**config.mk**
```make
export PLATFORM = sky130hd
export DESIGN_NAME = hazard_unit_flat
export DESIGN_NICKNAME = d
export VERILOG_FILES = /design/src/rtl/hazard_unit_if.sv /design/src/rtl/hazard_unit.sv /design/src/flat_wrapper.sv
export SDC_FILE = /design/constraint.sdc
export NUM_CORES = 1
export LEC_CHECK = 0
export CAP_MARGIN = 40
export CORE_MARGIN = 4
export CORE_UTILIZATION = 30
export DETAILED_ROUTE_END_ITERATION = 8
export GPL_ROUTABILITY_DRIVEN = 0
export GPL_TIMING_DRIVEN = 0
export HOLD_SLACK_MARGIN = 0.05
export PLACE_DENSITY = 0.83
export SLEW_MARGIN = 20
export SYNTH_ARGS = -nofsm -noshare
export SYNTH_HDL_FRONTEND = slang
export SYNTH_SLANG_ARGS = --single-unit
```
**constraint.sdc**
```tcl
create_clock -name clk -period 1.7 [get_ports clk]
set_input_delay 0.17 -clock clk [delete_from_list [all_inputs] [get_ports clk]]
set_output_delay 0.17 -clock clk [all_outputs]
set_load 0.005 [all_outputs]
```
**src/rtl/hazard_unit_if.sv**
```systemverilog
// Hazard-unit bundle: ID-stage instruction fields and the MEM branch outcome
// flowing in, and the decoder bubble plus pipeline-steering strobes flowing out.
// The pipeline side uses the master modport; hazard_unit uses the slave modport.
interface hazard_unit_if #(
    parameter int REG_W = 5,
    parameter int CNT_W = 32
) ();
    logic [5:0]       id_opcode;
    logic [REG_W-1:0] id_rs;
    logic [REG_W-1:0] id_rt;
    logic [REG_W-1:0] id_rd;
    logic             mem_br_taken;
    logic             hazard;
    logic             pc_write;
    logic             ifid_write;
    logic             flush_ifid;
    logic             flush_exmem;
    logic [CNT_W-1:0] stall_cnt;

    modport master (
        output id_opcode, id_rs, id_rt, id_rd, mem_br_taken,
        input  hazard, pc_write, ifid_write, flush_ifid, flush_exmem, stall_cnt
    );

    modport slave (
        input  id_opcode, id_rs, id_rt, id_rd, mem_br_taken,
        output hazard, pc_write, ifid_write, flush_ifid, flush_exmem, stall_cnt
    );
endinterface

```
**src/rtl/hazard_unit.sv**
```systemverilog
// hazard_unit: load-use stall and taken-branch flush control for the 5-stage
// MIPS core. Keeps a private shadow of ID/EX {is_load, is_br, dst} and of
// EX/MEM {is_br}. The strobes are combinational from the shadows and the
// current ID fields, so they are valid in the same cycle.
// Optional feature: define HAZ_STALL_CNT_EN to build the saturating
// hazard-cycle counter on stall_cnt. Without it, stall_cnt is tied to zero.
module hazard_unit #(
    parameter int REG_W = 5,
    parameter int CNT_W = 32
) (
    input  logic        clk,
    input  logic        reset,
    hazard_unit_if.slave hz
);

    localparam logic [5:0]       OP_RTYPE = 6'b000000;
    localparam logic [5:0]       OP_LW    = 6'b100011;
    localparam logic [5:0]       OP_SW    = 6'b101011;
    localparam logic [5:0]       OP_BEQ   = 6'b000100;
    localparam logic [REG_W-1:0] REG_ZERO = {REG_W{1'b0}};

    typedef struct packed {
        logic             is_load;
        logic             is_br;
        logic             uses_rs;
        logic             uses_rt;
        logic [REG_W-1:0] dst;
    } id_dec_t;

    // Opcode class decode; unknown opcodes look like a bubble (no dst, no sources).
    function automatic id_dec_t decode(input logic [5:0]       op,
                                       input logic [REG_W-1:0] rt,
                                       input logic [REG_W-1:0] rd);
        id_dec_t d;
        d.is_load = 1'b0;
        d.is_br   = 1'b0;
        d.uses_rs = 1'b0;
        d.uses_rt = 1'b0;
        d.dst     = REG_ZERO;
        case (op)
            OP_RTYPE: begin
                d.uses_rs = 1'b1;
                d.uses_rt = 1'b1;
                d.dst     = rd;
            end
            OP_LW: begin
                d.is_load = 1'b1;
                d.uses_rs = 1'b1;
                d.dst     = rt;
            end
            OP_SW: begin
                d.uses_rs = 1'b1;
                d.uses_rt = 1'b1;
            end
            OP_BEQ: begin
                d.is_br   = 1'b1;
                d.uses_rs = 1'b1;
                d.uses_rt = 1'b1;
            end
            default: begin
                d.is_load = 1'b0;
                d.is_br   = 1'b0;
                d.uses_rs = 1'b0;
                d.uses_rt = 1'b0;
                d.dst     = REG_ZERO;
            end
        endcase
        return d;
    endfunction

    // Shadow pipeline state
    logic             ex_is_load_r;
    logic             ex_is_br_r;
    logic [REG_W-1:0] ex_dst_r;
    logic             mem_is_br_r;

    id_dec_t dec_s;
    logic    load_use_s;
    logic    flush_s;
    logic    hazard_s;
    logic    pc_write_s;
    logic    ifid_write_s;
    logic    flush_ifid_s;
    logic    flush_exmem_s;

    // Hazard detection: load-use against the EX shadow, taken branch against the MEM shadow.
    always_comb begin
        dec_s      = decode(hz.id_opcode, hz.id_rt, hz.id_rd);
        load_use_s = ex_is_load_r && (ex_dst_r != REG_ZERO) &&
                     ((dec_s.uses_rs && (ex_dst_r == hz.id_rs)) ||
                      (dec_s.uses_rt && (ex_dst_r == hz.id_rt)));
        flush_s    = hz.mem_br_taken && mem_is_br_r;
    end

    // Steering strobes: reset forces RUN values, then flush outranks stall.
    always_comb begin
        hazard_s      = 1'b0;
        pc_write_s    = 1'b1;
        ifid_write_s  = 1'b1;
        flush_ifid_s  = 1'b0;
        flush_exmem_s = 1'b0;
        if (reset) begin
            hazard_s      = 1'b0;
            pc_write_s    = 1'b1;
            ifid_write_s  = 1'b1;
            flush_ifid_s  = 1'b0;
            flush_exmem_s = 1'b0;
        end else if (flush_s) begin
            // Wrong-path instructions are discarded; PC loads the branch target.
            hazard_s      = 1'b1;
            pc_write_s    = 1'b1;
            ifid_write_s  = 1'b1;
            flush_ifid_s  = 1'b1;
            flush_exmem_s = 1'b1;
        end else if (load_use_s) begin
            hazard_s      = 1'b1;
            pc_write_s    = 1'b0;
            ifid_write_s  = 1'b0;
            flush_ifid_s  = 1'b0;
            flush_exmem_s = 1'b0;
        end else begin
            hazard_s      = 1'b0;
            pc_write_s    = 1'b1;
            ifid_write_s  = 1'b1;
            flush_ifid_s  = 1'b0;
            flush_exmem_s = 1'b0;
        end
    end

    // Advance the shadows; a stall or flush injects a bubble so neither can repeat.
    always_ff @(posedge clk) begin
        if (reset) begin
            ex_is_load_r <= 1'b0;
            ex_is_br_r   <= 1'b0;
            ex_dst_r     <= REG_ZERO;
            mem_is_br_r  <= 1'b0;
        end else if (flush_s) begin
            ex_is_load_r <= 1'b0;
            ex_is_br_r   <= 1'b0;
            ex_dst_r     <= REG_ZERO;
            mem_is_br_r  <= 1'b0;
        end else if (load_use_s) begin
            ex_is_load_r <= 1'b0;
            ex_is_br_r   <= 1'b0;
            ex_dst_r     <= REG_ZERO;
            mem_is_br_r  <= ex_is_br_r;
        end else begin
            ex_is_load_r <= dec_s.is_load;
            ex_is_br_r   <= dec_s.is_br;
            ex_dst_r     <= dec_s.dst;
            mem_is_br_r  <= ex_is_br_r;
        end
    end

    assign hz.hazard      = hazard_s;
    assign hz.pc_write    = pc_write_s;
    assign hz.ifid_write  = ifid_write_s;
    assign hz.flush_ifid  = flush_ifid_s;
    assign hz.flush_exmem = flush_exmem_s;

`ifdef HAZ_STALL_CNT_EN
    logic [CNT_W-1:0] stall_cnt_r;

    // Count every hazard cycle (stall or flush), holding at all-ones.
    always_ff @(posedge clk) begin
        if (reset) begin
            stall_cnt_r <= {CNT_W{1'b0}};
        end else if (hazard_s && (stall_cnt_r != {CNT_W{1'b1}})) begin
            stall_cnt_r <= stall_cnt_r + CNT_W'(1'b1);
        end else begin
            stall_cnt_r <= stall_cnt_r;
        end
    end

    assign hz.stall_cnt = stall_cnt_r;
`else
    assign hz.stall_cnt = {CNT_W{1'b0}};
`endif

endmodule

```
**src/flat_wrapper.sv**
```systemverilog
// flat-port wrapper written by rule: the top's interface ports become plain ports
module hazard_unit_flat 
#(
    parameter int REG_W = 5,
    parameter int CNT_W = 32
)
  (clk, reset, hz_id_opcode, hz_id_rs, hz_id_rt, hz_id_rd, hz_mem_br_taken, hz_hazard, hz_pc_write, hz_ifid_write, hz_flush_ifid, hz_flush_exmem, hz_stall_cnt);
  hazard_unit_if #(.REG_W(REG_W), .CNT_W(CNT_W)) hz_i ();
  input  logic clk;
  input  logic reset;
  input wire logic [$bits(hz_i.id_opcode)-1:0] hz_id_opcode;
  input wire logic [$bits(hz_i.id_rs)-1:0] hz_id_rs;
  input wire logic [$bits(hz_i.id_rt)-1:0] hz_id_rt;
  input wire logic [$bits(hz_i.id_rd)-1:0] hz_id_rd;
  input wire logic [$bits(hz_i.mem_br_taken)-1:0] hz_mem_br_taken;
  output wire logic [$bits(hz_i.hazard)-1:0] hz_hazard;
  output wire logic [$bits(hz_i.pc_write)-1:0] hz_pc_write;
  output wire logic [$bits(hz_i.ifid_write)-1:0] hz_ifid_write;
  output wire logic [$bits(hz_i.flush_ifid)-1:0] hz_flush_ifid;
  output wire logic [$bits(hz_i.flush_exmem)-1:0] hz_flush_exmem;
  output wire logic [$bits(hz_i.stall_cnt)-1:0] hz_stall_cnt;
  assign hz_i.id_opcode = hz_id_opcode;
  assign hz_i.id_rs = hz_id_rs;
  assign hz_i.id_rt = hz_id_rt;
  assign hz_i.id_rd = hz_id_rd;
  assign hz_i.mem_br_taken = hz_mem_br_taken;
  assign hz_hazard = hz_i.hazard;
  assign hz_pc_write = hz_i.pc_write;
  assign hz_ifid_write = hz_i.ifid_write;
  assign hz_flush_ifid = hz_i.flush_ifid;
  assign hz_flush_exmem = hz_i.flush_exmem;
  assign hz_stall_cnt = hz_i.stall_cnt;
  hazard_unit #(.REG_W(REG_W), .CNT_W(CNT_W)) u_core (.clk(clk), .reset(reset), .hz(hz_i));
endmodule
```
==> impl_summary.log <==
[metrics] run status: complete, but fails checks
[metrics] violated checks: setup timing
[metrics] transition at the pin with the smallest max-transition slack: just over 0.5 ns
[metrics] Total GRT Usage: a little over an eighth
[metrics] count of warnings emitted by yosys: 0
[metrics] HPWL after detailed placement: around 1600 um
[metrics] biggest area contributors in the synthesized netlist: sky130_fd_sc_hd__buf_4 (33%), sky130_fd_sc_hd__dfxtp_1 (21%), sky130_fd_sc_hd__nor4b_1 (6.8%)
[metrics] post-route worst hold slack: about 0.43 ns
[metrics] pre-CTS worst setup slack: -1.002 ns
[metrics] type of the worst setup path: flip-flop to output port
[metrics] type of the worst min-delay path: flip-flop to flip-flop
[metrics] Post-synth EDFFs: 0
[metrics] Post-Place Cells: 178
[metrics] final hold violations: 0
[metrics] buffer depth of the longest clock path: 2
[metrics] maximum number of pins on one net before global-route repair: 10
[metrics] signed area change from the synthesized netlist to the final layout: 85.57%
[metrics] category of the worst setup path launch point: flip-flop
[metrics] insertion delay of the later-clocked pin in the worst-skew pair: 0.26 ns
[metrics] final cell count without fillers: between 150 and 200
[metrics] die width: just under 60 um
[metrics] Cell Rows: 18
[metrics] Setup crit end kind: output port
[metrics] flip-flop and latch count after synthesis: 8
[metrics] antenna violations before repair: 0
[metrics] drt total wl: between 2000 and 2500 um
[metrics] maximum ir drop on the vdd rail: ~0.00023 V
[metrics] number of pins with negative max-slew slack in the final report: 0
[metrics] core footprint: between 2000 and 2500 um^2
[metrics] fraction of layout instances using a drive strength above 1: between 40% and 50%
[metrics] critical path data required time: about 1.5 ns
[metrics] number of buffers added by the clock tree synthesis step: 3
[metrics] Gate Count Post-Synth: 89
[metrics] worst path setup slack after routing: -0.3186 ns
[metrics] buffer type at the clock tree root: sky130_fd_sc_hd__clkbuf_4
[metrics] async set-reset flop share out of synthesis: 0%
[metrics] portion of synthesized cell area occupied by the leading cell type: 33.06%
[metrics] initial core utilization: a little under a third
[metrics] via count: between 700 and 800
[metrics] fillcell total: 222
[metrics] Arr. time, crit path: between 1.5 and 2 ns
[metrics] y dimension of the die: ~59 um
[metrics] Clock Skews: roughly 0.0011 ns
[metrics] number of nets with antenna violations after routing: 0
[metrics] count of cell types in the netlist: 27
[metrics] antenna diode count: 0
[metrics] final global-route overflow total: 0
[metrics] sequential fraction of the synthesis area: around a fifth
[metrics] maximum capacitance violations: 0
[metrics] largest fanout of any net on the critical path: 3
[metrics] clk slew on worst S/H paths: about 0.050 ns
[metrics] cells along the critical path: xor2_1 > or4_4 > nor3_4 > o21ai_2 > buf_4 > buf_6
[metrics] leak pwr: about 0.68 nW
[metrics] first-pass iteration count of the detailed router: 2
[metrics] Max Clk Rate: 495.4 MHz
[metrics] final-layout setup total negative slack: -1.879 ns
[metrics] part of the cycle the worst path needs: 118.7%
[metrics] post-detailed-route DRC marker count: 0
[metrics] Post-CTS Hold Fix Bufs: 0
[metrics] # port buffers: 28
[metrics] final setup violating endpoints: 10
[metrics] cell taking the most area after synthesis: sky130_fd_sc_hd__buf_4
[metrics] master of the slowest instance on the critical path: sky130_fd_sc_hd__or4_4
[metrics] Netlist Area Pre-Place: 772.0 um^2
[metrics] clock tree from TritonCTS: built
[metrics] Tmin final: 2.019 ns
[metrics] Detailed Route Iter0 Violations: 15
[metrics] average wire length per cell after detail routing: around 12 um
[metrics] most frequent cells after synthesis: sky130_fd_sc_hd__buf_4 (34), sky130_fd_sc_hd__dfxtp_1 (8), sky130_fd_sc_hd__nor4b_1 (6), sky130_fd_sc_hd__xnor2_1 (6), sky130_fd_sc_hd__a22oi_1 (5)
[metrics] number of global-route vias before repair: between 700 and 800
[metrics] Top FF cell, synth: sky130_fd_sc_hd__dfxtp_1
[metrics] setup repair after global routing missed its margin: yes
[metrics] die area: ~3400 um^2
[metrics] number of levels in the clock H-tree: 1
[metrics] DR vias/cell: slightly above 4
[metrics] IO Count: around 60
[metrics] Critical Path Max Stage Delay: approximately 0.54 ns
[metrics] wire length of the first global-routing pass: 3463 um
[metrics] Max transition margin: between 60% and 70%
[metrics] Mapped Avg Cell Area: 8.674 um^2
[metrics] fin util: about three fifths
[metrics] count leader, synth: sky130_fd_sc_hd__buf_4
[metrics] post-layout net count: approximately 190
[metrics] count of clock tree sinks: 8
[metrics] power density over cell area: around 360 nW/um^2
==> cell usage in the layout, fill, tap and decap left out, types with 2 or more instances in the layout <==
master,instances
sky130_fd_sc_hd__xnor2_1,6
sky130_fd_sc_hd__and2_4,2
sky130_fd_sc_hd__dfxtp_2,3
sky130_fd_sc_hd__clkdlybuf4s50_1,23
sky130_fd_sc_hd__conb_1,32
sky130_fd_sc_hd__nor4_2,2
sky130_fd_sc_hd__buf_4,41
sky130_fd_sc_hd__dlygate4sd2_1,2
sky130_fd_sc_hd__nor2_1,2
sky130_fd_sc_hd__buf_6,4
sky130_fd_sc_hd__xor2_1,4
sky130_fd_sc_hd__dfxtp_1,4
sky130_fd_sc_hd__clkbuf_4,3
sky130_fd_sc_hd__or4_4,2
sky130_fd_sc_hd__a22oi_1,5
sky130_fd_sc_hd__nand2_1,2
sky130_fd_sc_hd__buf_2,2
sky130_fd_sc_hd__nor4b_4,3
sky130_fd_sc_hd__nor4b_2,4
==> layout make-up <==
| type | instances | area (um^2) | share of cell area [%] |
|---|---|---|---|
| clock buffers | 3 | 22.52 | 1.572 |
| plain buffers | 34 | 255.2 | 17.82 |
| inverters | 1 | 3.754 | 0.2620 |
| multi-input cells | 77 | 575.6 | 40.17 |
| flip-flops and latches | 8 | 167.7 | 11.70 |
| well taps | 30 | 37.54 | 2.620 |
| repair buffers | 39 | 370.4 | 25.85 |
==> where the power goes <==
| part | internal, W | total [W] | switching, W |
|---|---|---|---|
| Combinational | 0.000111 | 0.000172 | 0.0000610 |
| Sequential | 0.000187 | 0.000188 | 0.000000802 |
| Clock | 0.0000810 | 0.000150 | 0.0000686 |
==> cells by family (layout without fill, tap and decap cells) <==
family / count (synthesis) / in the layout / synth area share [%]
buf+inv: 35 / 77 / 33.55
simple gates: 25 / 25 / 24.48
compound gates: 10 / 10 / 9.400
xor+xnor: 10 / 10 / 11.34
flops: 8 / 8 / 20.75
other cells: 1 / 32 / 0.4858
==> path summary, 6_finish.rpt <==
check	depth (start not counted)	start	endpoint	slack, ns
hold / removal	1	u_core.ex_is_br_r$_SDFF_PP0_	u_core.mem_is_br_r$_SDFF_PP0_	0.43
setup / recovery	6	u_core.ex_dst_r[0]$_SDFF_PP0_	hz_pc_write	-0.32
hold reg to reg	1	u_core.ex_is_br_r$_SDFF_PP0_	u_core.mem_is_br_r$_SDFF_PP0_	0.43
setup reg to reg	7	u_core.ex_dst_r[3]$_SDFF_PP0_	u_core.ex_dst_r[4]$_SDFF_PP0_	-0.19
==> critical path: cells and delay by family (launching register included) <==
kind | cells | cell delay, ns
AND/OR/NAND/NOR | 2 | 0.75
XOR/XNOR | 1 | 0.13
flip-flops | 1 | 0.34
AO/OA/AOI/OAI | 1 | 0.10
buffers and inverters | 2 | 0.26
==> registers in the layout (all words and copies together) (netlist names) <==
name	flops
u_core.ex_dst_r	5
u_core.ex_is_load_r	1
u_core.mem_is_br_r	1
u_core.ex_is_br_r	1
==> through the flow <==
stage          cell area, um^2   power, W
3_3_place_gp              1217  0.0003523
3_5_place_dp              1217  0.0003543
2_1_floorplan            899.6  0.0002875
4_1_cts                   1401  0.0005029
5_1_grt                   1433  0.0005380
6_report                  1433  0.0005099
==> routing by layer <==
metal	vias up	track usage [%]	part of all wire, %
li1	395	-	-
met1	343	14.85	35
met2	48	22.40	50
met3	5	5.044	14
met4	0	6.149	1.7
met5	-	0	0
==> repair_timing <==
item | CTS | global route
endpoints found under the setup margin | 10 | 11
buffers inserted | 10 | 2
pin swaps | 15 | 3
gates resized for setup | 35 | 6
Power figures use the tool's default switching activity.
